--- config.mk ---
export PLATFORM = sky130hd
export DESIGN_NAME = bf_phase_controller_flat
export DESIGN_NICKNAME = d
export VERILOG_FILES = /design/src/rtl/bf_phase_if.sv /design/src/rtl/bf_phase_controller.sv /design/src/flat_wrapper.sv
export SDC_FILE = /design/constraint.sdc
export NUM_CORES = 1
export LEC_CHECK = 0
export BUFFER_PORTS_ARGS = -buffer_cell sky130_fd_sc_hd__clkbuf_2
export CAP_MARGIN = 20
export CORE_MARGIN = 2
export CORE_UTILIZATION = 25
export CTS_CLUSTER_SIZE = 14
export DETAILED_ROUTE_END_ITERATION = 8
export GPL_TIMING_DRIVEN = 1
export PLACE_DENSITY_LB_ADDON = 0.3
export SLEW_MARGIN = 20
export SYNTH_ARGS = -nofsm -noshare
export SYNTH_HDL_FRONTEND = slang
export SYNTH_SLANG_ARGS = --single-unit
--- constraint.sdc ---
create_clock -name clk -period 2.2 [get_ports clk]
set_input_delay 0.33 -clock clk [delete_from_list [all_inputs] [get_ports clk]]
set_output_delay 0.33 -clock clk [all_outputs]
set_load 0.005 [all_outputs]
--- src/rtl/bf_phase_if.sv ---
// Handshake/status bundle between the Bellman-Ford phase controller
// and the address generator / datapath it steers.
interface bf_phase_if #(
  parameter int PHASE_W = 2,
  parameter int ITER_W  = 6
);
  logic               start;
  logic               stop;
  logic               update_detected;
  logic               iteration_done;
  logic               init_active;
  logic               read_enable_cu;
  logic               write_enable_cu;
  logic               pre_rollover_phase_counter;
  logic               rollover_phase_counter;
  logic [PHASE_W-1:0] phase_count;
  logic [ITER_W-1:0]  iteration_count;
  logic               busy;
  logic               done;
  logic               negative_cycle;

  modport master (
    input  start, stop, update_detected, iteration_done,
    output init_active, read_enable_cu, write_enable_cu,
    output pre_rollover_phase_counter, rollover_phase_counter,
    output phase_count, iteration_count,
    output busy, done, negative_cycle
  );

  modport slave (
    output start, stop, update_detected, iteration_done,
    input  init_active, read_enable_cu, write_enable_cu,
    input  pre_rollover_phase_counter, rollover_phase_counter,
    input  phase_count, iteration_count,
    input  busy, done, negative_cycle
  );
endinterface

--- src/rtl/bf_phase_controller.sv ---
// Sequencer for one Bellman-Ford relaxation run: init sweep, prefetch,
// phase counting, sweep counting, early exit and negative-cycle flag.
module bf_phase_controller #(
  parameter int NUM_PHASES     = 4,
  parameter int PHASE_W        = 2,
  parameter int MAX_ITERATIONS = 32,
  parameter int ITER_W         = 6
) (
  input logic       clk,
  input logic       rst_global_n,
  bf_phase_if.master bus
);

  typedef enum logic [2:0] {
    IDLE, INIT, PRIME, RUN, DONE
  } state_e;

  localparam logic [PHASE_W-1:0] PH_LAST =
    PHASE_W'(NUM_PHASES - 1);
  localparam logic [PHASE_W-1:0] PH_PRE =
    PHASE_W'(NUM_PHASES - 2);
  localparam logic [ITER_W-1:0] IT_LAST =
    ITER_W'(MAX_ITERATIONS - 1);

  state_e             state_q, state_d;
  logic [PHASE_W-1:0] phase_q, phase_d;
  logic [ITER_W-1:0]  iter_q, iter_d;
  logic               chg_q, chg_d;
  logic               neg_q, neg_d;
  logic               init_q, init_d;
  logic               rd_q, rd_d;
  logic               wr_q, wr_d;
  logic               pre_q, pre_d;
  logic               roll_q, roll_d;
  logic               busy_q, busy_d;
  logic               done_q, done_d;
  logic               sweep_end;
  logic               chg_any;

  // Next-state, counters and next-cycle output decode
  always_comb begin
    state_d   = state_q;
    phase_d   = '0;
    iter_d    = iter_q;
    chg_d     = chg_q;
    neg_d     = neg_q;
    sweep_end = (state_q == RUN) && (phase_q == PH_LAST)
                && bus.iteration_done;
    chg_any   = chg_q | bus.update_detected;
    if (bus.stop) begin
      state_d = IDLE;
      iter_d  = '0;
      chg_d   = 1'b0;
      neg_d   = 1'b0;
    end else begin
      unique case (state_q)
        IDLE, DONE: begin
          if (bus.start) begin
            state_d = INIT;
            iter_d  = '0;
            chg_d   = 1'b0;
            neg_d   = 1'b0;
          end
        end
        INIT: begin
          if (bus.iteration_done) state_d = PRIME;
        end
        PRIME: state_d = RUN;
        RUN: begin
          phase_d = (phase_q == PH_LAST) ? '0
                    : phase_q + 1'b1;
          chg_d   = chg_any;
          if (sweep_end) begin
            iter_d = iter_q + 1'b1;
            chg_d  = 1'b0;
            if (!chg_any) begin
              state_d = DONE;
              neg_d   = 1'b0;
            end else if (iter_q == IT_LAST) begin
              state_d = DONE;
              neg_d   = 1'b1;
            end
          end
        end
        default: state_d = IDLE;
      endcase
    end
    init_d = (state_d == INIT);
    wr_d   = (state_d == INIT);
    rd_d   = (state_d == PRIME);
    pre_d  = (state_d == RUN) && (phase_d == PH_PRE);
    roll_d = (state_d == RUN) && (phase_d == PH_LAST);
    busy_d = (state_d == INIT) || (state_d == PRIME)
             || (state_d == RUN);
    done_d = (state_d == DONE);
  end

  // State, counters and registered outputs
  always_ff @(posedge clk or negedge rst_global_n) begin
    if (!rst_global_n) begin
      state_q <= IDLE;
      phase_q <= '0;
      iter_q  <= '0;
      chg_q   <= 1'b0;
      neg_q   <= 1'b0;
      init_q  <= 1'b0;
      rd_q    <= 1'b0;
      wr_q    <= 1'b0;
      pre_q   <= 1'b0;
      roll_q  <= 1'b0;
      busy_q  <= 1'b0;
      done_q  <= 1'b0;
    end else begin
      state_q <= state_d;
      phase_q <= phase_d;
      iter_q  <= iter_d;
      chg_q   <= chg_d;
      neg_q   <= neg_d;
      init_q  <= init_d;
      rd_q    <= rd_d;
      wr_q    <= wr_d;
      pre_q   <= pre_d;
      roll_q  <= roll_d;
      busy_q  <= busy_d;
      done_q  <= done_d;
    end
  end

  assign bus.init_active                = init_q;
  assign bus.read_enable_cu             = rd_q;
  assign bus.write_enable_cu            = wr_q;
  assign bus.pre_rollover_phase_counter = pre_q;
  assign bus.rollover_phase_counter     = roll_q;
  assign bus.phase_count                = phase_q;
  assign bus.iteration_count            = iter_q;
  assign bus.busy                       = busy_q;
  assign bus.done                       = done_q;
  assign bus.negative_cycle             = neg_q;

endmodule

--- src/flat_wrapper.sv ---
// flat-port wrapper written by rule: the top's interface ports become plain ports
module bf_phase_controller_flat 
#(
  parameter int NUM_PHASES     = 4,
  parameter int PHASE_W        = 2,
  parameter int MAX_ITERATIONS = 32,
  parameter int ITER_W         = 6
)
  (clk, rst_global_n, bus_start, bus_stop, bus_update_detected, bus_iteration_done, bus_init_active, bus_read_enable_cu, bus_write_enable_cu, bus_pre_rollover_phase_counter, bus_rollover_phase_counter, bus_phase_count, bus_iteration_count, bus_busy, bus_done, bus_negative_cycle);
  bf_phase_if #(.PHASE_W(PHASE_W), .ITER_W(ITER_W)) bus_i ();
  input logic clk;
  input logic rst_global_n;
  input wire logic [$bits(bus_i.start)-1:0] bus_start;
  input wire logic [$bits(bus_i.stop)-1:0] bus_stop;
  input wire logic [$bits(bus_i.update_detected)-1:0] bus_update_detected;
  input wire logic [$bits(bus_i.iteration_done)-1:0] bus_iteration_done;
  output wire logic [$bits(bus_i.init_active)-1:0] bus_init_active;
  output wire logic [$bits(bus_i.read_enable_cu)-1:0] bus_read_enable_cu;
  output wire logic [$bits(bus_i.write_enable_cu)-1:0] bus_write_enable_cu;
  output wire logic [$bits(bus_i.pre_rollover_phase_counter)-1:0] bus_pre_rollover_phase_counter;
  output wire logic [$bits(bus_i.rollover_phase_counter)-1:0] bus_rollover_phase_counter;
  output wire logic [$bits(bus_i.phase_count)-1:0] bus_phase_count;
  output wire logic [$bits(bus_i.iteration_count)-1:0] bus_iteration_count;
  output wire logic [$bits(bus_i.busy)-1:0] bus_busy;
  output wire logic [$bits(bus_i.done)-1:0] bus_done;
  output wire logic [$bits(bus_i.negative_cycle)-1:0] bus_negative_cycle;
  assign bus_i.start = bus_start;
  assign bus_i.stop = bus_stop;
  assign bus_i.update_detected = bus_update_detected;
  assign bus_i.iteration_done = bus_iteration_done;
  assign bus_init_active = bus_i.init_active;
  assign bus_read_enable_cu = bus_i.read_enable_cu;
  assign bus_write_enable_cu = bus_i.write_enable_cu;
  assign bus_pre_rollover_phase_counter = bus_i.pre_rollover_phase_counter;
  assign bus_rollover_phase_counter = bus_i.rollover_phase_counter;
  assign bus_phase_count = bus_i.phase_count;
  assign bus_iteration_count = bus_i.iteration_count;
  assign bus_busy = bus_i.busy;
  assign bus_done = bus_i.done;
  assign bus_negative_cycle = bus_i.negative_cycle;
  bf_phase_controller #(.NUM_PHASES(NUM_PHASES), .PHASE_W(PHASE_W), .MAX_ITERATIONS(MAX_ITERATIONS), .ITER_W(ITER_W)) u_core (.clk(clk), .rst_global_n(rst_global_n), .bus(bus_i));
endmodule
==> results.md <==
- Seq/Total Area, Yosys: 47.86%
- Synth top area cells: dfrtp_1 (48%), nand3_1 (4.5%), mux2i_1 (4.0%)
- Max Clk Rate: 0.6036 GHz
- Unrepaired setup endpoints after global routing: false
- Minimum clock period: 1.657 ns
- Worst slew pin tran: 0.5600 ns
- Routed Antenna Nets: 0
- Fin Setup TNS: 0 ns
- Peak supply drop: 0.2780 mV
- Syn Area/Cell: 10.35 um2
- Row count: 22
- Port Buffers: 21
- Syn nets: 104
- Cell taking the most area after synthesis: dfrtp_1
- Worst-path clk slew: 0.07 ns
- Most instantiated cells after synthesis: dfrtp_1 (19), nand3_1 (9), nand2_1 (7)
- Initial antenna violation count: 0
- Routed len/inst: 14.26 um
- Detailed-route DRC error count: 0
- Multi-input logic area: 471.7 um2
- Final hold vios: 0
- Yosys top cell area share: 47.86%
- Hold_ws: 0.01675 ns
- Post-detail-place hpwl: 1750 um
- Max layer used: met4
- TritonCTS clock tree: yes
- Gpl congestion: 0.7712
- Filler instances: 414
- Chip height: 67.04 um
- GR Util All Layers: 12.00%
- Final setup fails: 0
- H-tree levels: 1
- Initial Util: 26.54%
- DRT met1 WL: 1122 um
- Power Total: 0.7334 mW
- Post-synth EDFFs: 0
- Lkg Pwr: 0.5458 nW
- R2R setup slack: 0.54 ns
- CTS root buf: clkbuf_8
- Vias in the first global route: 834
- Clk buf depth: 2
- Final period util: 75.31%
- Predominant post-synthesis flop cell: dfrtp_1
- Clk_lat worst skew: 0.26 ns
- N_diodes: 0
- CTS Buf Count: 3
- Data required, critical path: 2.37 ns
- 1st-pass router iterations: 4
- WL met3: 183 um
- Via count: 880
- Syn Inst Count: 96
- Async SR Flop Fraction: 100.0%
- Hold Buf Count CTS: 0
- Die span in x: 67.04 um
- Initial DRC Count: 20
- Clock sinks: 19
- Post-CTS Resized: 0
- Met2 Wirelength: 1028 um
- Worst relative slew slack: 62.58%
- CP startpoint kind: flop
- Total die area: 4494 um2
- Synth Warn #: 0
- Clk_skew: 0.001684 ns
- Most common cell in the netlist: dfrtp_1
- Synthesized flop and latch total: 19
- PwrDens: 624.9 nW/um2
- Post-CTS Setup Inserts: 0
- Post-synthesis cell type count: 41
- Core area: 3744 um2
- Sequential Area: 475.5 um2
- Pins Over Slew Limit: 0
- Routed WL: 2353 um
- Nets: 126
- GR Overflow Total: 0
- Critical path arrival: 1.83 ns
- Worst Setup Path Type: reg -> reg
- Crit-path max FO: 14
- Share of layout cells above drive strength 1: 26.50%
- Vias per cell: 5.333
- CP endpoint kind: flop
- Area Growth Syn to Fin: 18.14%
- I/O pin cnt: 22
- Status: finished, final reports clean
- Global-route wire length before repair: 4057 um
- Largest net degree at the start of global routing: 20
- Cell Area, Synth: 993.5 um2
- Hold crit path type: in -> async
- Max-cap violations: 0
-- layout by cell type, fill, tap and decap left out, types with 2 or more instances in the layout --
cell and count:
clkbuf_2 21, dfrtp_1 19, nand3_1 9, nand2_1 7
nor2_1 5, inv_1 4, mux2i_1 4, nand2b_1 3
a31oi_1 3, clkbuf_8 3, or2_2 2, o211ai_1 2
nor3b_1 2, o32ai_1 2, and2_1 2, a211oi_1 2
or3_1 2, ha_1 2
-- area by class of cell --
type | count | area share (%)
sequential | 19 | 40.51
multi-input combinational | 69 | 40.19
timing repair buffer | 21 | 8.955
tap | 48 | 5.117
clock buffer | 3 | 3.518
inverter | 4 | 1.279
clock inverter | 1 | 0.4264
-- metal layers --
layer	track usage (%)	vias to the layer above
met3	3.378	2
met2	18.19	40
met1	16.31	436
met4	3.827	0
li1	-	402
met5	0	-
-- critical path, cell delays in order, from the launching register on --
cell and delay, ns:
dfrtp_1 0.58, nand3_1 0.29, or4_1 0.46, a211oi_1 0.24
-- final timing paths --
check	end	start	depth (start not counted)
max in group asynchronous	u_core.bus.iteration_count[5]	rst_global_n	1
min in group clk	u_core.bus.read_enable_cu	bus_stop	2
worst min register to register	u_core.chg_q	u_core.chg_q	2
worst max register to register	u_core.bus.iteration_count[4]	u_core.state_q[0]	3
worst min-delay path	u_core.bus.rollover_phase_counter	rst_global_n	1
worst max-delay path	u_core.bus.iteration_count[4]	u_core.state_q[0]	3
-- kinds of logic (layout without fill, tap and decap cells) --
kind of cell             Yosys count  after routing  share of synthesized area (%)
adder cells (fa/ha/maj)            2              2                          2.518
multiplexers                       4              4                          4.030
AND/OR/NAND/NOR                   42             42                          24.81
flip-flops                        19             19                          47.86
buffers and inverters              8             29                          4.659
AO/OA/AOI/OAI                     21             21                          16.12
-- flip-flops by register name, indices dropped and copies added, names as in the netlist --
signal	count
u_core.bus.busy	1
u_core.bus.done	1
u_core.bus.iteration_count	6
u_core.bus.negative_cycle	1
u_core.bus.phase_count	2
u_core.bus.pre_rollover_phase_counter	1
u_core.bus.read_enable_cu	1
u_core.bus.rollover_phase_counter	1
u_core.bus.write_enable_cu	1
u_core.chg_q	1
u_core.state_q	3
-- metrics by stage --
stage                     instances  setup slack [ns]  util [%]  area (um2)
after global placement          161            0.6184     30.11        1127
after detailed placement        161            0.5555     30.11        1127
after global routing            165            0.3889     31.35        1174
final                           165            0.5433     31.35        1174
after CTS                       165            0.5490     31.35        1174
after floorplan                  96            0.7204         -       993.5
-- where the power goes --
part / switching, mW / leakage, nW / total, mW / internal (mW)
combinational: 0.0613 / 0.259 / 0.105 / 0.0435
clock: 0.119 / 0.0255 / 0.245 / 0.126
sequential: 0.0213 / 0.261 / 0.384 / 0.363
total: 0.201 / 0.546 / 0.733 / 0.532
Note: power is estimated with default switching activity, not from simulation.
